$ cat src/rtl/sdram_cmd_responder.sv
`timescale 1ns/1ps
// sdram_cmd_responder: SDRAM side of the REU DMA command interface.
// Each PHI2 fall starts a 14-cycle sequence of one single-byte access followed
// by one auto-refresh. The block also performs SDRAM power-up initialisation
// and issues standalone refreshes while PHI2 is stopped.
module sdram_cmd_responder #(
  parameter int INIT_WAIT   = 5000,
  parameter int REF_TIMEOUT = 256
) (
  input  logic        C25M,
  input  logic        nRESET,
  input  logic        PHI2,
  input  logic        RAMRD,
  input  logic        RAMWR,
  input  logic [23:0] RA,
  input  logic [7:0]  WRD,
  output logic [7:0]  RDD,
  output logic        Ready,
  output logic        CKE,
  output logic        nRCS,
  output logic        nRAS,
  output logic        nCAS,
  output logic        nRWE,
  output logic [1:0]  BA,
  output logic [11:0] A,
  output logic        DQM,
  output logic [7:0]  DQout,
  output logic        DQoe,
  input  logic [7:0]  DQin
);

  // Step counter must hold both the init wait and the 14-step access sequence.
  localparam int SW = ($clog2(INIT_WAIT + 1) < 4) ? 4 : $clog2(INIT_WAIT + 1);
  localparam int RW = $clog2(REF_TIMEOUT + 1);

  // {nRAS, nCAS, nRWE}
  localparam logic [2:0] CMD_ACT   = 3'b011;
  localparam logic [2:0] CMD_READ  = 3'b101;
  localparam logic [2:0] CMD_WRITE = 3'b100;
  localparam logic [2:0] CMD_PRE   = 3'b010;
  localparam logic [2:0] CMD_REF   = 3'b001;
  localparam logic [2:0] CMD_MRS   = 3'b000;
  localparam logic [2:0] CMD_NOP   = 3'b111;

  typedef enum logic [2:0] {
    S_INITWAIT, S_INITNOP, S_INITPRE, S_INITREF, S_INITMRS, S_IDLE, S_ACCESS, S_WDOG
  } stateT;

  stateT           state, nextState;
  logic [SW-1:0]   step, nextStep;
  logic [2:0]      refNum, nextRefNum;
  logic [RW-1:0]   refCnt;
  logic            phi2Meta, phi2Sync, phi2Prev, phi2Fall;
  logic            rdReq, wrReq;
  logic [1:0]      bankReg;
  logic [9:0]      colReg;
  logic [7:0]      dataReg;
  logic [2:0]      cmdNext;
  logic [1:0]      baNext;
  logic [11:0]     aNext;
  logic            ckeNext, readyNext, dqoeNext;
  logic [7:0]      dqoutNext;

  // Bring PHI2 into the C25M domain and keep one extra stage for fall detection.
  always_ff @(posedge C25M or negedge nRESET) begin
    if (!nRESET) begin
      phi2Meta <= 1'b0;
      phi2Sync <= 1'b0;
      phi2Prev <= 1'b0;
    end else begin
      // NOTE: sequential state always uses non-blocking assignment so every
      // register samples the pre-edge value of its neighbours.
      phi2Meta <= PHI2;
      phi2Sync <= phi2Meta;
      phi2Prev <= phi2Sync;
    end
  end

  assign phi2Fall = phi2Prev & ~phi2Sync;

  // State register.
  always_ff @(posedge C25M or negedge nRESET) begin
    if (!nRESET) begin
      state  <= S_INITWAIT;
      step   <= '0;
      refNum <= '0;
    end else begin
      state  <= nextState;
      step   <= nextStep;
      refNum <= nextRefNum;
    end
  end

  // Next-state logic; step counts cycles spent in the current state.
  always_comb begin
    // NOTE: defaults first so no path through the case leaves a signal
    // unassigned, which would otherwise infer a latch.
    nextState  = state;
    nextStep   = step + SW'(1);
    nextRefNum = refNum;
    unique case (state)
      S_INITWAIT: if (step == SW'(INIT_WAIT - 1)) begin nextState = S_INITNOP; nextStep = '0; end
      S_INITNOP:  if (step == SW'(1)) begin nextState = S_INITPRE; nextStep = '0; end
      S_INITPRE:  if (step == SW'(2)) begin nextState = S_INITREF; nextStep = '0; nextRefNum = '0; end
      S_INITREF: begin
        if (step == SW'(3)) begin
          nextStep = '0;
          if (refNum == 3'd7) nextState = S_INITMRS;
          else                nextRefNum = refNum + 3'd1;
        end
      end
      S_INITMRS:  if (step == SW'(2)) begin nextState = S_IDLE; nextStep = '0; end
      S_IDLE: begin
        nextStep = '0;
        // The current idle cycle is the REF_TIMEOUT-th since the last refresh.
        if (phi2Fall)                              nextState = S_ACCESS;
        else if (refCnt >= RW'(REF_TIMEOUT - 1))   nextState = S_WDOG;
      end
      S_ACCESS:   if (step == SW'(13)) begin nextState = S_IDLE; nextStep = '0; end
      S_WDOG:     if (step == SW'(3)) begin nextState = S_IDLE; nextStep = '0; end
      default: begin nextState = S_INITWAIT; nextStep = '0; end
    endcase
  end

  // Output decode for the state being entered, so the registered pins show
  // each command during the cycle of its state.
  always_comb begin
    cmdNext   = CMD_NOP;
    baNext    = '0;
    aNext     = '0;
    dqoeNext  = 1'b0;
    dqoutNext = '0;
    ckeNext   = (nextState != S_INITWAIT);
    readyNext = nextState inside {S_IDLE, S_ACCESS, S_WDOG};
    case (nextState)
      S_INITPRE: if (nextStep == '0) begin cmdNext = CMD_PRE; aNext[10] = 1'b1; end
      S_INITREF: if (nextStep == '0) cmdNext = CMD_REF;
      S_INITMRS: if (nextStep == '0) begin cmdNext = CMD_MRS; aNext = 12'h020; end
      S_WDOG:    if (nextStep == '0) cmdNext = CMD_REF;
      S_ACCESS: begin
        if (nextStep == SW'(2)) begin
          if (RAMRD || RAMWR) begin
            cmdNext = CMD_ACT;
            baNext  = RA[23:22];
            aNext   = RA[21:10];
          end
        end else if (nextStep == SW'(4)) begin
          baNext = bankReg;
          aNext  = {1'b0, 1'b1, colReg};
          if (rdReq) begin
            cmdNext = CMD_READ;
          end else if (wrReq) begin
            cmdNext   = CMD_WRITE;
            dqoeNext  = 1'b1;
            dqoutNext = dataReg;
          end else begin
            baNext = '0;
            aNext  = '0;
          end
        end else if (nextStep == SW'(9)) begin
          cmdNext = CMD_REF;
        end
      end
      default: ;
    endcase
  end

  // Register all SDRAM-facing outputs.
  always_ff @(posedge C25M or negedge nRESET) begin
    if (!nRESET) begin
      CKE                <= 1'b0;
      nRCS               <= 1'b1;
      {nRAS, nCAS, nRWE} <= CMD_NOP;
      BA                 <= '0;
      A                  <= '0;
      DQM                <= 1'b1;
      DQoe               <= 1'b0;
      DQout              <= '0;
      Ready              <= 1'b0;
    end else begin
      CKE                <= ckeNext;
      nRCS               <= ~ckeNext;
      {nRAS, nCAS, nRWE} <= cmdNext;
      BA                 <= baNext;
      A                  <= aNext;
      DQM                <= ~readyNext;
      DQoe               <= dqoeNext;
      DQout              <= dqoutNext;
      Ready              <= readyNext;
    end
  end

  // Latch the request on entry to S2; a simultaneous write is dropped in favour of the read.
  always_ff @(posedge C25M or negedge nRESET) begin
    if (!nRESET) begin
      rdReq   <= 1'b0;
      wrReq   <= 1'b0;
      bankReg <= '0;
      colReg  <= '0;
      dataReg <= '0;
    end else if (nextState == S_ACCESS && nextStep == SW'(2)) begin
      rdReq   <= RAMRD;
      wrReq   <= RAMWR & ~RAMRD;
      bankReg <= RA[23:22];
      colReg  <= RA[9:0];
      dataReg <= WRD;
    end
  end

  // Capture read data at CAS latency 2: the edge that ends S6.
  always_ff @(posedge C25M or negedge nRESET) begin
    if (!nRESET)                                              RDD <= '0;
    else if (state == S_ACCESS && step == SW'(6) && rdReq)    RDD <= DQin;
  end

  // Count idle cycles since the last refresh to drive the refresh watchdog.
  always_ff @(posedge C25M or negedge nRESET) begin
    if (!nRESET)                                                  refCnt <= '0;
    else if (cmdNext == CMD_REF)                                  refCnt <= '0;
    else if (state == S_IDLE && refCnt != RW'(REF_TIMEOUT))       refCnt <= refCnt + RW'(1);
  end

endmodule

$ cat config.mk
export PLATFORM = sky130hd
export DESIGN_NAME = sdram_cmd_responder
export DESIGN_NICKNAME = d
export VERILOG_FILES = /design/src/rtl/sdram_cmd_responder.sv
export SDC_FILE = /design/constraint.sdc
export NUM_CORES = 1
export LEC_CHECK = 0
export BUFFER_PORTS_ARGS = -buffer_cell sky130_fd_sc_hd__buf_2
export CELL_PAD_IN_SITES_DETAIL_PLACEMENT = 1
export CELL_PAD_IN_SITES_GLOBAL_PLACEMENT = 1
export CORE_MARGIN = 3
export CORE_UTILIZATION = 39
export CTS_CLUSTER_SIZE = 20
export DETAILED_ROUTE_END_ITERATION = 16
export PLACE_DENSITY_LB_ADDON = 0.1
export SLEW_MARGIN = 30
export SYNTH_ARGS = -nofsm -noshare
export SYNTH_HDL_FRONTEND = slang
export SYNTH_SLANG_ARGS = --single-unit
export TNS_END_PERCENT = 1
$ cat constraint.sdc
create_clock -name C25M -period 2.7 [get_ports C25M]
set_input_delay 0.135 -clock C25M [delete_from_list [all_inputs] [get_ports C25M]]
set_output_delay 0.135 -clock C25M [all_outputs]
set_load 0.01 [all_outputs]
### Word level (Yosys, flattened, before mapping)

Cells that the tools add are included.

* bitwise logic cells: 6
* muxes and demuxes: 59
* magnitude comparators: 1
* div/mod/pow operators: 0
* equal/unequal tests: 28
* reduce and logical (&&, ||, !) cells: 15
* shifts and indexed selects: 0
* $add $sub $neg: 3
* multipliers: 0

Operators with widths (count)
* $pmux 13 s6: 1
* $mux 13: 5
* $mux 3: 20
* $mux 8: 5
* $eq 13x2->1 const B: 3
* $mux 11: 3
* $eq 3x3->1 const B: 9
* $eq 13x3->1 const B: 2
* $eq 13x4->1 const B: 2
* $mux 12: 2
* $pmux 3 s8: 1
* $pmux 10 s2: 1
* $mux 9: 2
* $mux 2: 8
* $add 13x1->13 const B: 1
* $eq 13x1->1 const B: 1
* $eq 13x13->1 const B: 1
* $logic_not 13->1: 1
* $eq 3x2->1 const B: 4
* $pmux 3 s4: 1
* $add 9x1->9 const B: 1
* $ge 9x8->1 const B: 1
* $ne 9x9->1 const B: 1
* $eq 3x1->1 const B: 2
* 16 further kinds: 34

* ROM bits: 0
* word-level logic and storage cells: 136
* memories kept: 0
* output and inout bits: 38
* latch bits: 0
* input bits: 45
* bits in writable memories: 0
* bits in registers: 91

### Longest topological paths before layout

* word-level depth: 10
* gate-level depth with buffers: 12
* gate-level depth less buffers: 10

### Worst setup path after synthesis

No wires, ideal clock.

* kind: reg-to-reg
* from: reg step[0]
* to: reg colReg[0]
* path buffers: 2
* cell stages (with the launch flop): 11
* path slack: -0.298 ns
* clock period less this slack: 2.998 ns
* data arrival time: 2.870 ns
* setup time: 0.128 ns
* required time: 2.572 ns
* path through: dfrtp_1 -> clkbuf_1 -> inv_1 -> ha_1 -> or3_1 -> a221oi_1 -> nor3_4 -> nor4_4 -> nand3_2 -> buf_2 -> mux2_1

* cells in the longest elaborated chain, start to end: 5
* elaborated cells between the ends (all ways): 23
* classes of those cells: add/sub (1); eq/ne (7); mux (14); reduce/logical (1)

RTL lines
* start, declared: RTL line 50 `logic [SW-1:0] step, nextStep;`
* start signal, assigned: RTL line 89 `step <= nextStep;`
* $add 13x1->13 (tied with other cells): RTL line 99 `nextStep = step + SW'(1);`
* $mux 13 (tied with other cells): RTL line 106, 120
* $pmux 13 s6 / $pmux 3 s8 (equally long branches): RTL line 101 `unique case (state)`
* $eq 13x2->1 / $eq 3x3->1 (equally long branches): RTL line 201 `end else if (nextState == S_ACCESS && nextStep == SW'(2)) begin`
* $logic_and 1x1->1 *: RTL line 201
* end signal, assigned: RTL line 205 `colReg <= RA[9:0];`
* end, declared: RTL line 56 `logic [9:0] colReg;`

Mark *: on every way between the ends. The rest lies on a longest branch, timed or not.
A chain may end at the register's enable or synchronous reset.

### Worst setup path in the final report

Ends and elaborated chain as after synthesis.

==> flow_metrics.tcl <==
set metrics [dict create \
    rr_worst_depth 10 \
    report.final.slew_viol_count 0 \
    ys_seq_area_share_pct 50.75 \
    path_max_fanout 5 \
    synth_area_leader_cell "dfrtp_1" \
    cts_tree "built" \
    rsz0062_at_grt "true" \
    yosysMostFrequentCell "dfrtp_1" \
    fin_util_pct 57.93 \
    layout.nets 643 \
    end_kind "flop" \
    ys.warnings.count 0 \
    synth-edff-count 0 \
    cts_root_buf "clkbuf_16" \
    status "complete, but fails checks" \
    clock-sinks 91 \
    dp_hpwl_mm 9.070 \
    synth_top_area_share_pct 47.83 \
    ant_nets 0 \
    synth_ff_type "dfrtp_1" \
    finalSetupTns_ns -4.469 \
    fin_area_mm2 0.006417 \
    ys_types 67 \
    path_cells "ha_4 > and3_4 > a211o_1 > a32oi_2 > nand4b_1 > buf_6 > nor4_4 > nand3_4 > clkbuf_16 > mux2_4" \
    num_rows 38 \
    arrival_ns 3.12 \
    port_buffers 82 \
    synthCells 419 \
    crit_type "flop to flop" \
    pin_count 83 \
    clkLatencyLatePin_ns 0.36 \
    slew_headroom_pct 58.86 \
    cp-start-kind "flop" \
    setup-violations-final 43 \
    track_usage_pct 20.55 \
    ys_seq_elements 91 \
    async_reset_ff_share_pct 100.0 \
    ctsLongestPathBuffers 2 \
    p_leak_nw 3.076 \
    ys_top_cells_by_count "86 x dfrtp_1, 36 x nand2_1, 27 x nor2_1, 25 x a21oi_1, 25 x nand3_1" \
    viasPerCell 5.272 \
    start_util_pct 40.61 \
    grt_pass1_wl_mm 20.89 \
    fmax_mhz 347.6 \
    grt_overflow 0 \
    area_growth_pct 42.63 \
    violations "setup timing" \
    place_area_mm2 0.005563 \
    max_slew.worst_pin.slew_ns 0.6171 \
    htreeDepth 3 \
    syn_nets 472 \
    n_antenna_cell 0 \
    dr_total_vias 3875 \
    grt_max_degree 48 \
    worstPathRequired_ns 2.94 \
    total_power_mw 2.842 \
    period_share_pct 106.5 \
    use_met1_pct 25.66 \
    netlist_area_mm2 0.004499 \
    fin_ws_ns -0.1768 \
    wire_per_inst_um 18.54 \
    drt_pass1_iterations 4 \
    crit_slowest_cell "dfrtp_2" \
    clkTransAtPathRegs_ns 0.08 \
    drc_errors 0 \
    antenna_found_initial 0 \
    detail_route.iter0.violations 127 \
    cap_viol_max_count 0 \
    period_needed_ns 2.877 \
    fp.dieW_um 113.4 \
    hold_depth 2 \
    syn_area_per_cell_um2 10.74 \
    routed_wl_mm 13.63 \
    grt_use_met2_pct 35.55 \
    synthTopCellsByArea "dfrtp_1 48%, mux2_1 4.3%, mux2_2 3.3%" \
    nFillCells 1208 \
    cts_buffers 9 \
    critical_path.max_stage_delay_ns 0.45 \
    die_area_mm2 0.01286 \
    skew_ns 0.01157 \
    pwr_density_cell_mw_per_mm2 442.9 \
    ir_drop_uv 409.8 \
    drive_gt1_share_pct 44.71 \
    use_met3_pct 3.501 \
    die_y_um 113.4 \
    grt_pass1_vias 4135 \
    place_congestion 0.8330 \
    core_area_mm2 0.01108 \
    hold_viol 0 \
    top_usage_layer "met2" \
    hold_class "primary input to flop" \
]
[critical path: cells and delay by family, from the launching register on]
kind | cells | cell delay [ns]
compound gates | 2 | 0.56
fa+ha+maj | 1 | 0.19
buf+inv | 2 | 0.42
flops | 1 | 0.45
mux | 1 | 0.30
simple gates | 4 | 0.84
[metrics by stage]
step,cells,hold WS (ns),setup slack (ns)
2_1_floorplan,419,-0.1606,-0.07716
3_3_place_gp,691,0.1815,-0.09406
3_5_place_dp,691,0.1969,-0.1436
4_1_cts,728,0.002609,-0.08712
5_1_grt,735,0.01065,-0.3060
6_report,735,0.006236,-0.1768
[cell families after synthesis]
logic type,after synthesis,synth area share [%]
AOI/OAI and AO/OA,63,9.706
xor gates and xnor gates,20,3.893
adders and majority gates,8,2.225
buffers and inverters,36,3.726
DFF,91,50.75
muxes,32,7.953
and+or+nand+nor,169,21.75
[path summary, 6_finish.rpt]
| kind | from | end | slack, ns |
|---|---|---|---|
| worst min register to register | phi2Meta | phi2Sync | 0.35 |
| worst max register to register | step[0] | colReg[0] | -0.18 |
| worst min-delay path | DQin[0] | RDD[0] | 0.006 |
| worst max-delay path | step[0] | colReg[0] | -0.18 |
| min in group asynchronous | nRESET | state[2] | 0.34 |
| max in group asynchronous | nRESET | DQM | 1.55 |
[placed cells by master, fill, tap and decap left out, drive strengths merged, types with 4 or more instances in the layout]
cell type	n
buf	164
dfrtp	86
nand2	36
mux2	30
nor2	28
nand3	26
a21oi	26
dlygate4sd3	17
inv	13
xnor2	13
o21ai	13
clkbuf	11
and2	11
nor3	10
ha	8
and3	8
nor4	8
xor2	7
nand4	6
nor2b	6
or3	6
dfstp	5
nand2b	4
or4	4
nor3b	4
clkinv	4
[power by group]
group	total [mW]	switching (mW)	internal, mW
sequential	1.40	0.0130	1.39
clock	1.31	0.585	0.724
combinational	0.133	0.0610	0.0720
total	2.84	0.659	2.18
[registers in the layout, summed over array words and instances, names as in the netlist, 2 cells and up]
name,count
A,12
BA,2
DQout,8
RDD,8
bankReg,2
colReg,10
dataReg,8
refCnt,9
refNum,3
state,3
step,13
[timing repair]
| action | 4_1_cts | 5_1_grt |
|---|---|---|
| gates resized for setup | 17 | 45 |
| endpoints found under the setup margin | 51 | 56 |
| cloned | 0 | 4 |
| endpoints found under the hold margin | 57 | 0 |
| buffers inserted | 4 | 3 |
| hold buffers | 17 | 0 |
| pin swaps | 11 | 17 |
[layer usage]
metal / share of wire, % / wire length [um]
met1: 43 / 5918
met2: 51 / 6920
met3: 3.5 / 479
met4: 2.3 / 308
met5: 0 / 0
[final cells by class]
cell class / instances / area [um2] / share of cell area [%]
multi-input combinational: 292 / 2292 / 35.72
sequential: 91 / 2290 / 35.68
timing repair buffer: 183 / 1306 / 20.35
clock buffer: 9 / 225.2 / 3.509
tap: 140 / 175.2 / 2.730
clock inverter: 7 / 80.08 / 1.248
inverter: 13 / 48.80 / 0.7604
Note: power is estimated with default switching activity, not from simulation.
